### src/rtl/decode_ctrl_stage.sv
// Decode-stage control unit: decodes opcode/funct/rt into the control
// bundle and registers it toward ID/EX, with HI/LO interlock and trap squash.
// Ports: clock/reset (async high); instr_valid, opcode, funct, reg_rt_id,
//   instr_shamt, stall_in, flush in; stall_out (comb), ctrl_valid and the
//   registered control/branch bits, hilo_busy, md_done out.
// Optional macro CTRL_ILLEGAL_TRAP_EN: unrecognised instructions trap.
module decode_ctrl_stage #(
    parameter int MULT_CYCLES = 4,
    parameter int DIV_CYCLES  = 32,
    parameter int TRAP_SQUASH = 1,
    parameter int CNT_W       = $clog2(DIV_CYCLES + 1)
) (
    input  logic       clock,
    input  logic       reset,
    input  logic       instr_valid,
    input  logic [5:0] opcode,
    input  logic [5:0] funct,
    input  logic [4:0] reg_rt_id,
    input  logic [4:0] instr_shamt,
    input  logic       stall_in,
    input  logic       flush,
    output logic       stall_out,
    output logic       ctrl_valid,
    output logic       reg_write,
    output logic       mem_to_reg,
    output logic       mem_write,
    output logic       alu_src,
    output logic       reg_dest,
    output logic       is_byte,
    output logic       syscall,
    output logic       imm_is_unsigned,
    output logic [3:0] alu_op,
    output logic [4:0] shamt,
    output logic       bgt,
    output logic       beq,
    output logic       blt,
    output logic       rt_is_zero,
    output logic       link_reg,
    output logic       is_trap,
    output logic       is_mf_hi,
    output logic       is_mf_lo,
    output logic       md_start,
    output logic       hilo_busy,
    output logic       md_done
);
    localparam int SQ_W = (TRAP_SQUASH > 0) ? $clog2(TRAP_SQUASH + 1) : 1;

    // ALU codes
    localparam logic [3:0] ALU_ADD  = 4'h0, ALU_SUB  = 4'h1, ALU_AND  = 4'h2;
    localparam logic [3:0] ALU_OR   = 4'h3, ALU_XOR  = 4'h4, ALU_NOR  = 4'h5;
    localparam logic [3:0] ALU_SLT  = 4'h6, ALU_SLTU = 4'h7, ALU_SLL  = 4'h8;
    localparam logic [3:0] ALU_SRL  = 4'h9, ALU_SRA  = 4'hA, ALU_SLLV = 4'hC;
    localparam logic [3:0] ALU_SRLV = 4'hD, ALU_SRAV = 4'hE;

    typedef struct packed {
        logic       reg_write, mem_to_reg, mem_write, alu_src;
        logic       reg_dest, is_byte, syscall, imm_is_unsigned;
        logic [3:0] alu_op;
        logic [4:0] shamt;
        logic       bgt, beq, blt, rt_is_zero, link_reg, is_trap;
        logic       is_mf_hi, is_mf_lo, md_start;
    } bundle_t;

    typedef enum logic {IDLE, TRAP_DRAIN} state_t;

    bundle_t d, sq, q;
    state_t state;
    logic illegal, hilo_user, is_div, accept, squashing, enter_drain;
    logic [CNT_W-1:0] cnt;
    logic [SQ_W-1:0] squash_cnt;

    always_comb begin
        d = '0;
        illegal = 1'b0;
        hilo_user = 1'b0;
        is_div = 1'b0;
        d.shamt = instr_shamt;
        case (opcode)
            6'h00: begin
                d.reg_dest = 1'b1;
                d.reg_write = 1'b1;
                case (funct)
                    6'h00: d.alu_op = ALU_SLL;
                    6'h02: d.alu_op = ALU_SRL;
                    6'h03: d.alu_op = ALU_SRA;
                    6'h04: d.alu_op = ALU_SLLV;
                    6'h06: d.alu_op = ALU_SRLV;
                    6'h07: d.alu_op = ALU_SRAV;
                    6'h0C: begin d.reg_write = 1'b0; d.syscall = 1'b1; end
                    6'h10: begin d.is_mf_hi = 1'b1; hilo_user = 1'b1; end
                    6'h12: begin d.is_mf_lo = 1'b1; hilo_user = 1'b1; end
                    6'h11, 6'h13: begin d.reg_write = 1'b0; hilo_user = 1'b1; end
                    6'h18, 6'h19: begin
                        d.reg_write = 1'b0; d.md_start = 1'b1; hilo_user = 1'b1;
                    end
                    6'h1A, 6'h1B: begin
                        d.reg_write = 1'b0; d.md_start = 1'b1; hilo_user = 1'b1;
                        is_div = 1'b1;
                    end
                    6'h20, 6'h21: d.alu_op = ALU_ADD;
                    6'h22, 6'h23: d.alu_op = ALU_SUB;
                    6'h24: d.alu_op = ALU_AND;
                    6'h25: d.alu_op = ALU_OR;
                    6'h26: d.alu_op = ALU_XOR;
                    6'h27: d.alu_op = ALU_NOR;
                    6'h2A: d.alu_op = ALU_SLT;
                    6'h2B: d.alu_op = ALU_SLTU;
                    default: illegal = 1'b1;
                endcase
            end
            6'h01: begin
                d.alu_op = ALU_SUB;
                d.rt_is_zero = 1'b1;
                case (reg_rt_id)
                    5'h00: d.blt = 1'b1;
                    5'h01: begin d.bgt = 1'b1; d.beq = 1'b1; end
                    5'h10: begin
                        d.blt = 1'b1; d.link_reg = 1'b1; d.reg_write = 1'b1;
                    end
                    5'h11: begin
                        d.bgt = 1'b1; d.beq = 1'b1;
                        d.link_reg = 1'b1; d.reg_write = 1'b1;
                    end
                    default: illegal = 1'b1;
                endcase
            end
            // J/JAL are unconditional: every comparison outcome is taken
            6'h02: begin d.bgt = 1'b1; d.beq = 1'b1; d.blt = 1'b1; end
            6'h03: begin
                d.bgt = 1'b1; d.beq = 1'b1; d.blt = 1'b1;
                d.link_reg = 1'b1; d.reg_write = 1'b1;
            end
            6'h04: begin d.alu_op = ALU_SUB; d.beq = 1'b1; end
            6'h05: begin d.alu_op = ALU_SUB; d.bgt = 1'b1; d.blt = 1'b1; end
            6'h06: begin
                d.alu_op = ALU_SUB; d.rt_is_zero = 1'b1;
                d.blt = 1'b1; d.beq = 1'b1;
            end
            6'h07: begin
                d.alu_op = ALU_SUB; d.rt_is_zero = 1'b1; d.bgt = 1'b1;
            end
            6'h08, 6'h09: begin
                d.reg_write = 1'b1; d.alu_src = 1'b1; d.alu_op = ALU_ADD;
            end
            6'h0A: begin d.reg_write = 1'b1; d.alu_src = 1'b1; d.alu_op = ALU_SLT; end
            6'h0B: begin d.reg_write = 1'b1; d.alu_src = 1'b1; d.alu_op = ALU_SLTU; end
            6'h0C: begin
                d.reg_write = 1'b1; d.alu_src = 1'b1;
                d.imm_is_unsigned = 1'b1; d.alu_op = ALU_AND;
            end
            6'h0D: begin
                d.reg_write = 1'b1; d.alu_src = 1'b1;
                d.imm_is_unsigned = 1'b1; d.alu_op = ALU_OR;
            end
            6'h0E: begin
                d.reg_write = 1'b1; d.alu_src = 1'b1;
                d.imm_is_unsigned = 1'b1; d.alu_op = ALU_XOR;
            end
            // LUI is the immediate shifted left by 16
            6'h0F: begin
                d.reg_write = 1'b1; d.alu_src = 1'b1;
                d.alu_op = ALU_SLL; d.shamt = 5'd16;
            end
            6'h20: begin
                d.reg_write = 1'b1; d.mem_to_reg = 1'b1;
                d.alu_src = 1'b1; d.is_byte = 1'b1;
            end
            6'h23: begin d.reg_write = 1'b1; d.mem_to_reg = 1'b1; d.alu_src = 1'b1; end
            6'h28: begin d.mem_write = 1'b1; d.alu_src = 1'b1; d.is_byte = 1'b1; end
            6'h2B: begin d.mem_write = 1'b1; d.alu_src = 1'b1; end
            // SWL is repurposed as the trap instruction
            6'h2A: begin
                d.is_trap = 1'b1; d.link_reg = 1'b1;
                d.bgt = 1'b1; d.beq = 1'b1; d.blt = 1'b1;
            end
            default: illegal = 1'b1;
        endcase
        if (illegal) begin
            d = '0;
            hilo_user = 1'b0;
            is_div = 1'b0;
`ifdef CTRL_ILLEGAL_TRAP_EN
            d.is_trap = 1'b1; d.link_reg = 1'b1;
            d.bgt = 1'b1; d.beq = 1'b1; d.blt = 1'b1;
`endif
        end
    end

    // Squashed instructions keep datapath fields but lose every side effect
    always_comb begin
        sq = d;
        sq.reg_write = 1'b0; sq.mem_to_reg = 1'b0; sq.mem_write = 1'b0;
        sq.syscall = 1'b0; sq.bgt = 1'b0; sq.beq = 1'b0; sq.blt = 1'b0;
        sq.rt_is_zero = 1'b0; sq.link_reg = 1'b0; sq.is_trap = 1'b0;
        sq.is_mf_hi = 1'b0; sq.is_mf_lo = 1'b0; sq.md_start = 1'b0;
    end

    assign hilo_busy = (cnt != '0);
    assign stall_out = instr_valid & hilo_user & hilo_busy;
    assign accept = instr_valid & ~stall_out & ~stall_in & ~flush;
    assign squashing = (state == TRAP_DRAIN);
    assign enter_drain = d.is_trap & (TRAP_SQUASH > 0);

    always_ff @(posedge clock or posedge reset) begin
        if (reset) begin
            state <= IDLE;
            squash_cnt <= '0;
            cnt <= '0;
            md_done <= 1'b0;
            ctrl_valid <= 1'b0;
            q <= '0;
        end else begin
            // HI/LO occupancy runs independently of stall_in and flush
            if (accept && d.md_start)
                cnt <= is_div ? CNT_W'(DIV_CYCLES) : CNT_W'(MULT_CYCLES);
            else if (cnt != '0)
                cnt <= cnt - 1'b1;
            md_done <= (cnt == CNT_W'(1));

            if (flush) begin
                ctrl_valid <= 1'b0;
                state <= IDLE;
                squash_cnt <= '0;
            end else if (stall_in) begin
                ctrl_valid <= ctrl_valid;
            end else if (accept) begin
                if (squashing) begin
                    q <= sq;
                    ctrl_valid <= 1'b0;
                    squash_cnt <= squash_cnt - 1'b1;
                    if (squash_cnt == SQ_W'(1))
                        state <= IDLE;
                end else begin
                    q <= d;
                    ctrl_valid <= 1'b1;
                    if (enter_drain) begin
                        state <= TRAP_DRAIN;
                        squash_cnt <= SQ_W'(TRAP_SQUASH);
                    end
                end
            end else begin
                ctrl_valid <= 1'b0;
            end
        end
    end

    assign reg_write = q.reg_write;
    assign mem_to_reg = q.mem_to_reg;
    assign mem_write = q.mem_write;
    assign alu_src = q.alu_src;
    assign reg_dest = q.reg_dest;
    assign is_byte = q.is_byte;
    assign syscall = q.syscall;
    assign imm_is_unsigned = q.imm_is_unsigned;
    assign alu_op = q.alu_op;
    assign shamt = q.shamt;
    assign bgt = q.bgt;
    assign beq = q.beq;
    assign blt = q.blt;
    assign rt_is_zero = q.rt_is_zero;
    assign link_reg = q.link_reg;
    assign is_trap = q.is_trap;
    assign is_mf_hi = q.is_mf_hi;
    assign is_mf_lo = q.is_mf_lo;
    assign md_start = q.md_start;
endmodule
### config.mk
export PLATFORM = sky130hd
export DESIGN_NAME = decode_ctrl_stage
export DESIGN_NICKNAME = d
export VERILOG_FILES = /design/src/rtl/decode_ctrl_stage.sv
export SDC_FILE = /design/constraint.sdc
export NUM_CORES = 1
export LEC_CHECK = 0
export CAP_MARGIN = 20
export CORE_MARGIN = 5
export CORE_UTILIZATION = 52
export DETAILED_ROUTE_END_ITERATION = 16
export GPL_ROUTABILITY_DRIVEN = 0
export PLACE_DENSITY = 0.83
export SYNTH_ARGS = -nofsm -noshare
export SYNTH_HDL_FRONTEND = slang
export SYNTH_SLANG_ARGS = --single-unit
### constraint.sdc
create_clock -name clock -period 5.2 [get_ports clock]
set_clock_uncertainty 0.2 [all_clocks]
set_input_delay 0.78 -clock clock [delete_from_list [all_inputs] [get_ports clock]]
set_output_delay 0.78 -clock clock [all_outputs]
set_load 0.02 [all_outputs]
Word-level counts from Yosys, hierarchy flattened
Cells that the tools add are included.
{"block": "totals", "output_inout_bits": 30, "register_bits": 36}
{"block": "classes", "reduce_logical": 34, "n_mux": 55, "addsub": 2, "bitwise_logic": 8, "n_eq_ne": 49}
{"cell": "$eq 6x6->1 const B", "count": 15}
{"cell": "$eq 6x4->1 const B", "count": 9}
{"cell": "$mux 26", "count": 2}
{"cell": "$pmux 4 s13", "count": 1}
{"cell": "$eq 6x5->1 const B", "count": 8}
{"cell": "$eq 6x3->1 const B", "count": 7}
{"cell": "$mux 1", "count": 39}
{"cell": "$pmux 4 s8", "count": 1}
{"cell": "$reduce_or 25->1", "count": 1}
{"cell": "$eq 6x2->1 const B", "count": 4}
{"cell": "$reduce_or 5->1", "count": 4}
{"cell": "$reduce_or 19->1", "count": 1}
{"cell": "$mux 6", "count": 3}
{"cell": "$reduce_or 2->1", "count": 9}
{"cell": "$eq 6x1->1 const B", "count": 2}
{"cell": "$logic_not 6->1", "count": 2}
{"cell": "$reduce_or 12->1", "count": 1}
{"cell": "$reduce_or 11->1", "count": 1}
{"cell": "$eq 5x5->1 const B", "count": 2}
{"cell": "$pmux 1 s2", "count": 4}
{"cell": "$reduce_or 4->1", "count": 2}
{"cell": "$reduce_or 8->1", "count": 1}
{"cell": "$reduce_or 7->1", "count": 1}
{"cell": "$pmux 1 s3", "count": 2}
{"cell": "17 further kinds", "count": 26}

Depth between registers and ports, before layout
{"block": "logic_depth", "word_depth": 14, "depth_mapped": 9}

Least setup slack after synthesis
No wires, ideal clock.
{"block": "synth_path", "path_type": "input-to-output", "from": "input opcode[3]", "to": "output stall_out", "n_path_buf": 1, "slack_ns": 2.443, "path_stages": 4, "arrival_time_ns": 1.777, "cell_sequence": "nor4_1 -> and3_1 -> buf_2 -> and3_1"}
{"block": "synth_between", "elab_chain_len": 6, "word_cells_on_any_way": 27, "classes_between": "eq/ne: 20; mux: 3; bitwise: 2; reduce/logical: 2"}
{"element": "from (decl)", "line_no": "16", "source": "input logic [5:0] opcode,"}
{"element": "$eq 6x6->1 (tied with other cells)", "line_no": "78", "source": "case (opcode)"}
{"element": "$reduce_or 19->1 (no source line)"}
{"element": "$pmux 1 s3", "line_no": "78"}
{"element": "$mux 1 (*)", "line_no": "178", "source": "if (illegal) begin"}
{"element": "$and 1x1->1 (*) (2 in series)", "line_no": "199", "source": "assign stall_out = instr_valid & hilo_user & hilo_busy;"}
{"element": "to (decl)", "line_no": "22", "source": "output logic stall_out,"}
Mark *: on every way between the ends. The rest lies on a longest branch, timed or not.

Final worst setup path
{"block": "layout_path", "from": "input opcode[2]", "to": "output stall_out"}
The elaborated chain is that of the path after synthesis.

==> results.md <==
* Levels on crit path at 5
* Leakage at about 1.1 nW
* Clock power share at ~26%
* DRC viols at 0
* RSZ-0062 raised after global routing: false
* DIE HEIGHT at about 74 µm
* Top cells by area, synth: dfrtp_1, nand2_1, o31ai_1
* Share of layout cells above drive strength 1 at about 7.3%
* Via/cell ratio at ~5.8
* Number of distinct library cells after synthesis at slightly below 60
* Placed Area at around 2700 µm²
* Flop pwr share at between 40% and 50%
* Die Wd at roughly 74 µm
* Register area share after synthesis at between 40% and 50%
* Longest Clk Path Bufs at 2
* Die ar. at around 5400 µm²
* Critical Path Max Stage Delay at about 630 ps
* Top_reg_cell synth: dfrtp_1
* TritonRoute pass-1 iters at 4
* CP top delay family: buffers and inverters
* Initial Utilization at about 53%
* Cell Int Power at approximately 0.00051 W
* Max VDD drop at about 160 µV
* Hold Path Class: reg2reg
* CP max stage cell: clkdlybuf4s50_1
* GRT Residual Overflow at 0
* Max transition margin at 59.5%
* Placeable Area at around 4000 µm²
* Critical Path RT at between 4000 and 5000 ps
* DP HPWL at 3940 µm
* Largest net degree at the start of global routing at 37
* EDFF count, synth at 0
* Synth top area share at roughly 43%
* First-pass GRT wire length at slightly below 9000 µm
* Logic pwr share at 28.7%
* Post-CTS Resized at 0
* Worst hold start: is_mf_lo$_DFFE_PP0P_
* Reg clk slew, reported paths at 70 ps
* Fin Hold WS at 284 ps
* WL per Instance at ~15 µm
* Num CTS Buffers at 5
* Yosys warning total at 0
* R2R cell count at 8
* CTS Root Cell: clkbuf_8
* CTS tree: yes
* Syn avg cell area at just over 9 µm²
* Final Max Tran Viols at 0
* Vias at just under 2000
* Clock sinks at 36
* Final period demand of the worst path at slightly above 4000 ps
* Post-CTS Hold Fix Bufs at 0
* Outcome: finished clean
* Filler cells at about 330
* Reg with most FFs: cnt
* Ys async rst share at 100%
* DRT Wirelength at between 5000 and 6000 µm
* Critical Path, Cell by Cell: clkdlybuf4s50_1 > nor4_1 > and3_1 > and3_1 > clkdlybuf4s50_1
* Worst Tran Pin Value at around 590 ps
* Final core occ at a little over two thirds
* H-tree levels at 2
* Crit path kind: in2out
* Setup Buffers After CTS at 0
* Endpoints failing setup at 0
* Syn nets at between 200 and 300
* Row count at 23
* RR Startpoint: cnt[0]$_DFFE_PP0P_
* Antenna viol nets, final at 0
* End of the critical path: stall_out
* Critical-path maximum fanout at 13
* # port buffers at 56
* Io pins at 57
* Crit. End Element: primary output
* Sw Ratio at between 30 and 40%
* Seq cells post-synth at 36
* CP Data Arrival Time at 3110 ps
* Pwr/cell area at between 200 and 300 nW/µm²
* Switching pwr at 0.000253 W
* Initial antenna violation count at 0
* Nets at 314
* R2R Setup Slk at 2650 ps
* Worst-Skew Late Latency at about 290 ps
* Placed Cells at 328
* DRT iter0 DRCs at ~130
* Max frequency at approximately 240 MHz
* MaxCap Viol Count at 0
* Fin cells at about 340
* Vias in the first global route at 1809
* N_diodes at 0
* Setup TNS at 0 ps
* Critical path launch point type: primary input
* CP startpoint: opcode[2]
* Largest register FFs at 6
* Layout area overhead at 31.3%
* Worst path bufs/invs at 2
* Final Cell Area at approximately 2800 µm²
* All-Layer GR Usage at 20.3%
* Syn Std Cell Area at between 2000 and 2500 µm²
* Final period util at 78.6%
* Final Hold Viols at 0
* FF-to-FF End: reg_dest$_DFFE_PP0P_
* Synthesized instance count at about 230
* Area leader, netlist: dfrtp_1
[per-layer routing]
metal	up-vias	GRT usage [%]	share of wire, %
met3	7	4.24	6.1
met5	-	0	0
met1	921	30.1	48
li1	964	-	-
met2	64	29.9	44
met4	0	5.84	1.2
[Yosys cell counts (all sizes together), types with 3 or more instances]
cell and instances:
dfrtp 36, nand2 34, o21ai 16, nor2 14, inv 11, a21oi 10
o31ai 9, buf 8, a22o 6, nand2b 6, nor3 6, clkbuf 5
nor2b 5, nor4 5, a32o 4, and3 4, a211o 3, a21o 3
nand4 3, nor3b 3, xnor2 3
[power groups by stage]
stage | Combinational (W) | Sequential [W] | Clock (W)
2_1_floorplan | 0.000128 | 0.000363 | 0
3_3_place_gp | 0.000215 | 0.000352 | 0
5_1_grt | 0.000243 | 0.000355 | 0.000212
6_report | 0.000220 | 0.000348 | 0.000199
3_5_place_dp | 0.000220 | 0.000354 | 0
4_1_cts | 0.000222 | 0.000348 | 0.000203
[cell type report]
cell class                 count  area [µm²]  share of cell area, %
tap                           50        62.6                   2.25
clock buffer                   5        68.8                   2.48
sequential                    36         901                   32.4
inverter                      11        41.3                   1.49
multi-input combinational    173        1110                   40.0
timing repair buffer          58         576                   20.7
clock inverter                 3        18.8                  0.675
[placed cells by master (no fill, tap or decap), types with 6 or more instances in the layout]
cell type / count
dfrtp_1: 36
nand2_1: 34
clkdlybuf4s50_1: 56
o21ai_1: 10
o21ai_0: 6
a21oi_1: 10
a22o_1: 6
o31ai_1: 9
nor2_1: 13
inv_1: 8
nand2b_1: 6
[tightest hold or removal path: cells and delay by family (launching register included)]
kind             cells  cell delay, ps
AO/OA/AOI/OAI        1              50
flip-flops           1             350
AND/OR/NAND/NOR      1              50
[per-stage QoR]
stage          setup WS [ps]  power [W]
2_1_floorplan           2440   0.000491
3_3_place_gp            1180   0.000566
3_5_place_dp            1100   0.000574
4_1_cts                 1090   0.000774
5_1_grt                  950   0.000811
6_report                1110   0.000767
[worst min-delay path by stage]
stage | depth (start not counted) | slack, ps | end
finish | 2 | 280 | is_mf_lo$_DFFE_PP0P_
global placement | 2 | 260 | is_mf_lo$_DFFE_PP0P_
CTS | 2 | 290 | imm_is_unsigned$_DFFE_PP0P_
floorplan | 1 | 260 | squash_cnt$_DFFE_PP0P_
detailed placement | 2 | 280 | imm_is_unsigned$_DFFE_PP0P_
global route | 2 | 310 | is_byte$_DFFE_PP0P_
[cell families after synthesis]
kind of cell    after synthesis  share of synthesized area (%)
buf+inv                      24                           4.96
fa+ha+maj                     2                           1.18
flops                        36                           42.6
xor+xnor                      5                           2.07
simple gates                 93                           24.1
compound gates               73                           25.1
Note: power is estimated with default switching activity, not from simulation.
